$ cat src/rtl/alu_operand_stage.sv
// Operand sequencer for the 16-bit adiabatic AND array: accept, hold for HOLD_CYCLES, capture, hand off.
// Optional macro ALU_STAGE_CHECK_EN adds a sticky chk_err comparing and_res with op_a & op_b.
module alu_operand_stage #(
  parameter int WIDTH       = 16,
  parameter int HOLD_CYCLES = 4
) (
  input  logic             clkpos,
  input  logic             reset,
  input  logic             vdd,
  input  logic             vss,
  input  logic             in_valid,
  output logic             in_ready,
  input  logic [WIDTH-1:0] in_a,
  input  logic [WIDTH-1:0] in_b,
  output logic [WIDTH-1:0] op_a,
  output logic [WIDTH-1:0] op_b,
  input  logic [WIDTH-1:0] and_res,
  output logic             res_valid,
  input  logic             res_ready,
  output logic [WIDTH-1:0] res,
  output logic             busy
`ifdef ALU_STAGE_CHECK_EN
  ,
  output logic             chk_err
`endif
);

  typedef enum logic [1:0] {IDLE, DRIVE, RESULT} state_e;

  localparam logic [7:0] LAST_CNT = 8'(HOLD_CYCLES - 1);

  state_e           state_q, state_d;
  logic [7:0]       cnt_q, cnt_d;
  logic [WIDTH-1:0] op_a_q, op_a_d;
  logic [WIDTH-1:0] op_b_q, op_b_d;
  logic [WIDTH-1:0] res_q, res_d;
  logic             res_valid_q, res_valid_d;
  logic             chk_err_q, chk_err_d;

  // Supply pins carry no logic; fold them into a deliberately unused net.
  logic unused_pwr;
  assign unused_pwr = vdd ^ vss;

  always_comb begin
    state_d     = state_q;
    cnt_d       = cnt_q;
    op_a_d      = op_a_q;
    op_b_d      = op_b_q;
    res_d       = res_q;
    res_valid_d = res_valid_q;
    chk_err_d   = chk_err_q;
    case (state_q)
      IDLE: begin
        if (in_valid) begin
          op_a_d  = in_a;
          op_b_d  = in_b;
          cnt_d   = 8'd0;
          state_d = DRIVE;
        end
      end
      DRIVE: begin
        cnt_d = cnt_q + 8'd1;
        if (cnt_q == LAST_CNT) begin
          res_d       = and_res;
          res_valid_d = 1'b1;
          state_d     = RESULT;
`ifdef ALU_STAGE_CHECK_EN
          if (and_res != (op_a_q & op_b_q)) begin
            chk_err_d = 1'b1;
          end
`endif
        end
      end
      RESULT: begin
        if (res_ready) begin
          res_valid_d = 1'b0;
          state_d     = IDLE;
        end
      end
      default: state_d = IDLE;
    endcase
  end

  always_ff @(posedge clkpos) begin
    if (reset) begin
      state_q     <= IDLE;
      cnt_q       <= 8'd0;
      op_a_q      <= '0;
      op_b_q      <= '0;
      res_q       <= '0;
      res_valid_q <= 1'b0;
      chk_err_q   <= 1'b0;
    end else begin
      state_q     <= state_d;
      cnt_q       <= cnt_d;
      op_a_q      <= op_a_d;
      op_b_q      <= op_b_d;
      res_q       <= res_d;
      res_valid_q <= res_valid_d;
      chk_err_q   <= chk_err_d;
    end
  end

  assign in_ready  = (state_q == IDLE);
  assign busy      = (state_q != IDLE);
  assign op_a      = op_a_q;
  assign op_b      = op_b_q;
  assign res       = res_q;
  assign res_valid = res_valid_q;

`ifdef ALU_STAGE_CHECK_EN
  assign chk_err = chk_err_q;
`else
  logic unused_chk;
  assign unused_chk = chk_err_q;
`endif

endmodule
$ cat config.mk
export PLATFORM = sky130hd
export DESIGN_NAME = alu_operand_stage
export DESIGN_NICKNAME = d
export VERILOG_FILES = /design/src/rtl/alu_operand_stage.sv
export SDC_FILE = /design/constraint.sdc
export NUM_CORES = 1
export LEC_CHECK = 0
export BUFFER_PORTS_ARGS = -buffer_cell sky130_fd_sc_hd__buf_4
export CORE_ASPECT_RATIO = 1.1
export CORE_MARGIN = 3
export CORE_UTILIZATION = 42
export DETAILED_ROUTE_END_ITERATION = 10
export PLACE_DENSITY = 0.74
export SYNTH_ARGS = -nofsm -noshare
export SYNTH_HDL_FRONTEND = slang
export SYNTH_SLANG_ARGS = --single-unit
$ cat constraint.sdc
create_clock -name clkpos -period 3.3 [get_ports clkpos]
set_input_delay 0.495 -clock clkpos [delete_from_list [all_inputs] [get_ports clkpos]]
set_output_delay 0.495 -clock clkpos [all_outputs]
set_load 0.02 [all_outputs]
==> results.md, run 1 <==
- The minimum setup slack in the final design is 1.238 ns.
- The cell area after synthesis is 0.002332 mm².
- The final setup TNS is 0 ns.
- The share of synthesized area occupied by flip-flops and latches is 50.64%.
- Summing all placed instances gives a cell area of a little over 0.003 mm².
- The I/O pin count is about 110.
- The relative slew slack is between 20 and 30%.
- The hold-fix buffer count after cts is 0.
- Traced cell by cell, the critical path runs through ha_1, or4b_1, o31ai_1, a21oi_1.
- Summing internal, switching and leakage power gives roughly 1600 µW.
- In the post-synthesis netlist, the biggest area contributors are dfxtp_1 51%, a21oi_1 11%, nand2_1 11%.
- The count of maximum capacitance violations is 0.
- The main combinational cell family by area after synthesis is simple AND/OR/NAND/NOR gates.
- Wire segments on met3 add up to 358 µm in the final route.
- The via total after detailed routing is around 2300.
- The path category of the worst min-delay check is primary input to flop.
- At the worst endpoint, the arrival time is 2.24 ns.
- The maximum number of pins on one net before global-route repair is 60.
- Summing the areas of all fa, ha and maj instances in the mapped netlist gives less than 1% of the synthesized area.
- When the netlist entered floorplanning its net count stood at between 300 and 400.
- The cell with the largest stage delay on the worst path is or4b_1.
- The post-synthesis xor/xnor area fraction is 0%.
- The leakage dissipation is 0.001357 µW.
- IR analysis of the VDD net gives a maximum drop of between 0.0003 and 0.0004 V.
- The length of the first detailed-routing pass in iterations is 5.
- The number of H-tree levels is 3.
- The number of failing hold endpoints at the final stage is 0.
- The via count of the first global-routing pass is 2369.
- The async set or reset register ratio after synthesis is 0%.
- Measured along the x axis, the die boundary spans a little under 80 µm.
- The number of warnings issued by yosys is 0.
- For this run, the leading register cell type out of synthesis is dfxtp_1.
- The top routing layer in use is met4.
- The post-route DRC violation count is 0.
- The share of the clock period used by the worst path after layout is 62.49%.
- The number of antenna diodes in the final layout is 0.
- Dividing the detail-routed via count by the number of cells gives 5.243.
- The initialized floorplan defines 27 standard-cell rows.
- The length of routed met2 wiring is 3400 µm.
- For this run, the post-layout net count is 426.
- The first routing iteration left 127 violations.
- Setup repair after global routing left no endpoint under its margin.
- The quantity of gates resized following cts is 0.
- Buffers added to address setup during post-CTS repair amount to 0.
- The tree built by TritonCTS fans out to 59 sinks.
- The cell family with the largest share of critical-path delay is simple AND/OR/NAND/NOR gates.
- STA classifies the critical path startpoint as a flop.
- For the worst-skew pair, the clock arrives at the later sink with an insertion delay of approximately 0.32 ns.
- The total of fill cells in the finished design is 467.
- The estimated wirelength of the detail-placed design is 4250 µm.
- The biggest area contributor in the post-synthesis netlist is dfxtp_1.
- Of the post-synthesis cell area, the dominant cell type holds 50.64%.
- The post-synthesis sequential element count is 59.
- The tree is rooted in a clkbuf_8.
- The detailed router put a total of 2603 µm of wire on met1.
- In this design, the stage delay of the slowest critical-path cell is 0.79 ns.
- The wire length per cell after detailed routing is roughly 14 µm.
- The flow ran to the end, and the final reports show no timing, DRC or antenna violations.
- TritonCTS built the clock tree.
- Global routing used 19.57% of the available tracks.
- The post-synthesis cell count is 281.
- Counting along the longest clock path gives a buffer depth of 2.
- The maximum operating frequency is 484.9 MHz.
- The ratio of total power to cell area is 481.2 mW/mm².
- With fillers left out, the area of the finished cells amounts to 0.003296 mm².
- The post-synthesis simple-gate area fraction is 21.94%.
- The critical setup path kind is flop to flop.
- The effective utilization at floorplan is 45.12%.
- The first-pass GRT wire length is 10470 µm.
- The fraction of final layout cells with drive strength greater than 1 is 33.24%.
- OpenSTA, run right after detailed placement, puts the worst setup slack at 1.269 ns.
- The transition time at the pin with the least slew margin is 1.068 ns.
- The compound-gate portion of the synthesized area is between 20% and 30%.
- The floorplan step defined a core boundary enclosing 0.005169 mm².
- Clock-pin slew was measured on the worst setup and hold paths at 0.06 ns.
- The TritonCTS buffer count is 9.
- The initial antenna violation count was 0.
- The clock period minus final worst setup slack is 2.062 ns.
- The maximum fanout along the worst path is 17.
- The area added between synthesis and finish is 41.31%.
- In this run the tool buffered the top-level ports with 102 buffer cells.
- The number of buffers and inverters on the critical path is 0.
- The final weighted congestion of routability-driven global placement is ~0.75.
- The worst setup skew after layout is about 0.0046 ns.
- STA classifies the critical path endpoint as a flop.
- Once detail routing completed, the nets flagged for antenna violations numbered 0.
- The final number of setup-violating endpoints is 0.
- Summed over all layers, the global routing overflow is 0.
- The max-slew violation count is 0.
- The number of enable-type register cells in the synthesized netlist is 0.
- Multiplexer cells account for 0% of the synthesized area.
- The average size of a mapped cell is 8.300 µm².
- The area enclosed by the die boundary is approximately 0.0065 mm².
- For the worst setup path, the data required time is roughly 3.5 ns.
- The distinct cell type count after synthesis is 34.
- The wire length reported by the detailed router is 6403 µm.
- Measured along the y axis, the die boundary spans 84.16 µm.
[worst paths after layout]
| kind | from | to | slack, ns | cells past startpoint |
|---|---|---|---|---|
| hold / removal | in_b[3] | op_b[3] | 0.41 | 3 |
| setup / recovery | cnt_q[0] | res[12] | 1.24 | 4 |
| hold reg to reg | op_b[5] | op_b[5] | 0.45 | 2 |
| setup reg to reg | cnt_q[0] | res[12] | 1.24 | 4 |
[stage by stage]
step           std cells  hold WS, ns  utilization (%)
2_1_floorplan        281       0.4647                -
3_3_place_gp         432       0.4426            60.06
3_5_place_dp         432       0.4468            60.06
4_1_cts              448       0.4045            63.76
5_1_grt              448       0.4131            63.76
6_report             448       0.4126            63.76
[Yosys cell counts, drive strengths merged, types with 2 or more instances]
| library cell | instances |
|---|---|
| a21oi | 53 |
| o31ai | 16 |
| nand4 | 17 |
| nor3b | 2 |
| a211oi | 2 |
| nor2 | 5 |
| buf | 7 |
| dfxtp | 59 |
| or3 | 3 |
| clkbuf | 20 |
| inv | 4 |
| a311oi | 3 |
| nand2 | 67 |
| o21ai | 2 |
| o211ai | 2 |
| nand3 | 3 |
[power by group]
part / switching (µW) / leakage (µW) / internal (µW) / total, µW
Sequential: 16.1 / 0.000481 / 740 / 756
Clock: 260 / 0.0000997 / 354 / 614
Combinational: 120 / 0.000777 / 95.9 / 216
Total: 396 / 0.00136 / 1190 / 1590
[routing by layer]
layer | GRT usage [%] | up-vias
met1 | 22.82 | 1111
met5 | 0 | -
met4 | 7.605 | 0
li1 | - | 1172
met2 | 34.79 | 60
met3 | 4.399 | 6
[area by class of cell]
type | count | area (µm²) | share of cell area, %
multi-input cells | 191 | 1022 | 31.02
repair buffers | 106 | 795.8 | 24.15
clock buffers | 15 | 186.4 | 5.657
flip-flops and latches | 59 | 1181 | 35.84
inverters | 4 | 15.01 | 0.4556
well taps | 72 | 90.09 | 2.733
clock inverters | 1 | 5.005 | 0.1519
[worst min-delay path: cells and delay by family]
family | cells | cell delay (ns)
compound gates | 1 | 0.05
buf+inv | 1 | 0.11
simple gates | 1 | 0.04
[kinds of logic after synthesis]
kind of cell,count (synthesis)
AND/OR/NAND/NOR,107
AO/OA/AOI/OAI,83
flip-flops,59
buffers and inverters,31
adder cells (fa/ha/maj),1
[cells in the final DEF (no fill, tap or decap), types with 3 or more instances in the layout]
cell | Yosys | routed
a21oi_1 | 53 | 53
nand4_1 | 17 | 17
nand2_1 | 67 | 67
a311oi_1 | 3 | 3
o31ai_1 | 16 | 16
nand3_1 | 3 | 3
or3_1 | 3 | 3
nor2_1 | 5 | 5
buf_4 | 1 | 106
clkbuf_8 | 0 | 13
dfxtp_1 | 59 | 59
inv_1 | 4 | 4
[state kept, by name (all words and copies together), names as in the netlist]
signal / cells
state_q: 2
res_valid: 1
res: 16
op_b: 16
cnt_q: 8
op_a: 16
(Power assumes the default switching activity.)
==> run 2, diff against run 1 <==
- PLACE_DENSITY: 0.74 -> 0.76
- clock period: 3.3 -> 1.7 ns (I/O delays scaled with it)
==> run 2 against run 1 <==
Effect of this change: final area increased by 6.3%; utilization increased by 4.0 points; critical path depth increased by 1; die area unchanged; clock power increased by 97%; critical path type unchanged; critical endpoint is now res[0]; largest power group unchanged.
==> results.md, run 2 (same netlist as run 1, synthesis figures left out) <==
- The flow ran to the end, and the final reports show no timing, DRC or antenna violations.
- The number of failing hold endpoints at the final stage came to 0 (unchanged).
- The initial antenna violation count came to 0 (unchanged).
- STA classifies the critical path endpoint as a flop.
- The estimated wirelength of the detail-placed design was 4321 µm (+1.7%).
- The number of H-tree levels is 3 (unchanged).
- The I/O pin count is 105 (unchanged).
- The path with the worst hold slack has its endpoint at op_a[11].
- The type of element launching the critical path is a flop.
- The TritonCTS clock tree is built.
- The final weighted congestion of routability-driven global placement is 0.7921 (+6.2%).
- The ratio of total power to cell area is 892.7 mW/mm² (+86%).
- The wire length reported by the detailed router came to 6558 µm (+2.4%).
- The wire length per cell after detailed routing is 14.23 µm (-0.47%).
- The relative slew slack is 59.58% (+31 points).
- The critical setup path kind is flop to flop.
- The via total after detailed routing came to 2400 (+2.2%).
- The path category of the worst min-delay check is primary input to flop.
- The highest ir drop seen on vdd is 0.0007376 V (+110%).
- The via count of the first global-routing pass is 2335 (-1.4%).
- The clock insertion delay at the later pin of the skew report came to 0.33 ns (about the same).
- The vertical die dimension is 84.16 µm (unchanged).
- The internal reg-to-reg setup slack was 0.05 ns (-1.18 ns).
- The count of antenna-violating nets left after detailed routing came to 0 (unchanged).
- The TritonCTS buffer count came to 9 (unchanged).
- The cell row count is 27 (unchanged).
- The path depth of the worst reg2reg path is 5 (+1).
- The post-route cell area is 0.003503 mm² (+6.3%).
- The arrival time reported for the critical path endpoint is 1.83 ns (-0.41 ns).
- The worst register-to-register path ends at res[0].
- The proportion of power drawn by flip-flops and latches came to 46.9% (-0.8 points).
- The number of DRC markers after the initial detailed-route iteration is 149 (+17%).
- The clock slew seen by the registers of the worst setup and hold paths was 0.06 ns (about the same).
- The clock period minus final worst setup slack was 1.647 ns (-0.4153 ns).
- The leakage dissipation is 0.001444 µW (+6.4%).
- The number of nets in the final layout is 439 (+3.1%).
- The power share of the clock group came to 38.6% (about the same).
- The core region area is 0.005169 mm² (unchanged).
- Leaving out fill and tap cells, the most frequent cell in the layout is buf_4.
- The area added between synthesis and finish is 50.21%.
- The fraction of final layout cells with drive strength greater than 1 was 39.33% (+6.1 points).
- The worst setup skew after layout is 0.005362 ns (+0.0007905 ns).
- The area enclosed by the die boundary was 0.006484 mm² (unchanged).
- The combinational cell fraction of total power is 14.5% (+0.9 points).
- The number of diodes added for antenna fixing is 0 (unchanged).
- The clock sink count is 59 (unchanged).
- The number of buffers between clock root and the deepest sink is 2 (unchanged).
- The hold slack is 0.1710 ns (-0.2415 ns).
- The overall overflow remaining after global route is 0 (unchanged).
- The max-slew violation count is 0 (unchanged).
- The count of maximum capacitance violations is 0 (unchanged).
- The number of setup buffers added after CTS was 0 (unchanged).
- The maximum operating frequency is 607.2 MHz (+25%).
- The largest individual stage delay along the critical path comes from the cell or4b_4.
- The cell depth of the worst min-delay path came to 3 (unchanged).
- The overall power of the completed layout is 3127 µW (+97%).
- The worst hold path begins at in_a[11].
- The combined global-route utilization of all metal layers is 20.09% (+0.52 points).
- The switching power summed over all nets is 792.0 µW (+100%).
- The worst reg2reg path startpoint is cnt_q[1].
- The top cell types in the final layout, fill and taps aside, are 116 x buf_4, 67 x nand2_1, 57 x dfxtp_1, 53 x a21oi_1, 17 x nand4_1.
- The maximum fanout along the worst path was 17 (unchanged).
- The final number of setup-violating endpoints was 0 (unchanged).
- The count of input and output buffers is 102 (unchanged).
- The delay of the slowest cell on the worst path was 0.47 ns (-0.32 ns).
- The length of the first detailed-routing pass in iterations was 4 (-1).
- The post-route DRC violation count was 0 (unchanged).
- The placed standard-cell area came to 0.003229 mm² (+4.0%).
- The first-pass GRT wire length is 10670 µm (+1.8%).
- The transition time at the pin with the least slew margin is 0.6063 ns (-0.4618 ns).
- The cell internal power dissipation was 2335 µW (+96%).
- The via-per-instance ratio is 5.206 (-0.71%).
- The cell sitting at the root of the clock tree is a clkbuf_8.
- The required time of the worst setup path is 1.89 ns (-1.59 ns).
- The share of the clock period used by the worst path after layout is 96.87% (+34 points).
- The horizontal die dimension came to 77.05 µm (unchanged).
- The signal on the critical path passes through ha_2, or4b_4, buf_12, o31ai_1, a21oi_1.
- The fraction of power spent switching nets was 25.33% (+0.38 points).
- The effective utilization at floorplan came to 45.12% (unchanged).
- The maximum number of pins on one net before global-route repair was 60 (unchanged).
==> run 2: routing by layer <==
metal | vias up | GRT usage, % | part of all wire (%)
met5 | - | 0 | 0
met3 | 19 | 4.506 | 5.0
met2 | 69 | 34.07 | 53
li1 | 1199 | - | -
met1 | 1113 | 23.24 | 38
met4 | 0 | 11.65 | 3.2
==> run 2: critical path, delay by kind of cell (launching register included) <==
family                   cells  cell delay, ns
AO/OA/AOI/OAI                2            0.35
adder cells (fa/ha/maj)      1            0.17
buffers and inverters        1            0.18
flip-flops                   1            0.34
AND/OR/NAND/NOR              1            0.47
==> run 2: repair_timing <==
action | 4_1_cts | 5_1_grt
setup endpoints to repair | 1 | 16
pin swaps | 0 | 0
hold buffers | 0 | 0
resized for setup | 1 | 17
==> run 2: power groups by stage <==
stage | combinational (µW) | clock [µW] | sequential [µW]
after detailed placement | 450 | 0 | 1490
after CTS | 453 | 1230 | 1460
final | 455 | 1210 | 1470
after floorplan | 157 | 0 | 1550
after global routing | 495 | 1280 | 1470
after global placement | 445 | 0 | 1490
==> run 2: how the worst max path moves through the flow <==
stage              from       to  slack (ns)
5_1_grt        cnt_q[1]   res[4]      -0.005
2_1_floorplan  cnt_q[0]   res[5]      0.0007
6_report       cnt_q[1]   res[0]        0.05
3_5_place_dp   cnt_q[1]  res[13]        0.05
3_3_place_gp   cnt_q[1]  res[13]        0.08
4_1_cts        cnt_q[1]  res[14]       0.006
==> run 2: layout make-up <==
cell class / instances / area (µm²)
clock buffers: 15 / 186.4
clock inverters: 1 / 5.005
fillers: 431 / 1665
inverters: 4 / 15.01
multi-input cells: 191 / 1092
flip-flops and latches: 59 / 1184
well taps: 72 / 90.09
repair buffers: 119 / 930.9
==> run 2: stage by stage <==
stage	worst slack (ns)	instances	util, %	TNS [ns]
global placement	0.08338	445	62.48	0
floorplan	0.0006931	281	-	0
detailed placement	0.04851	445	62.48	0
global route	-0.005249	461	67.78	-0.005249
CTS	0.006337	461	66.28	0
finish	0.05319	461	67.78	0
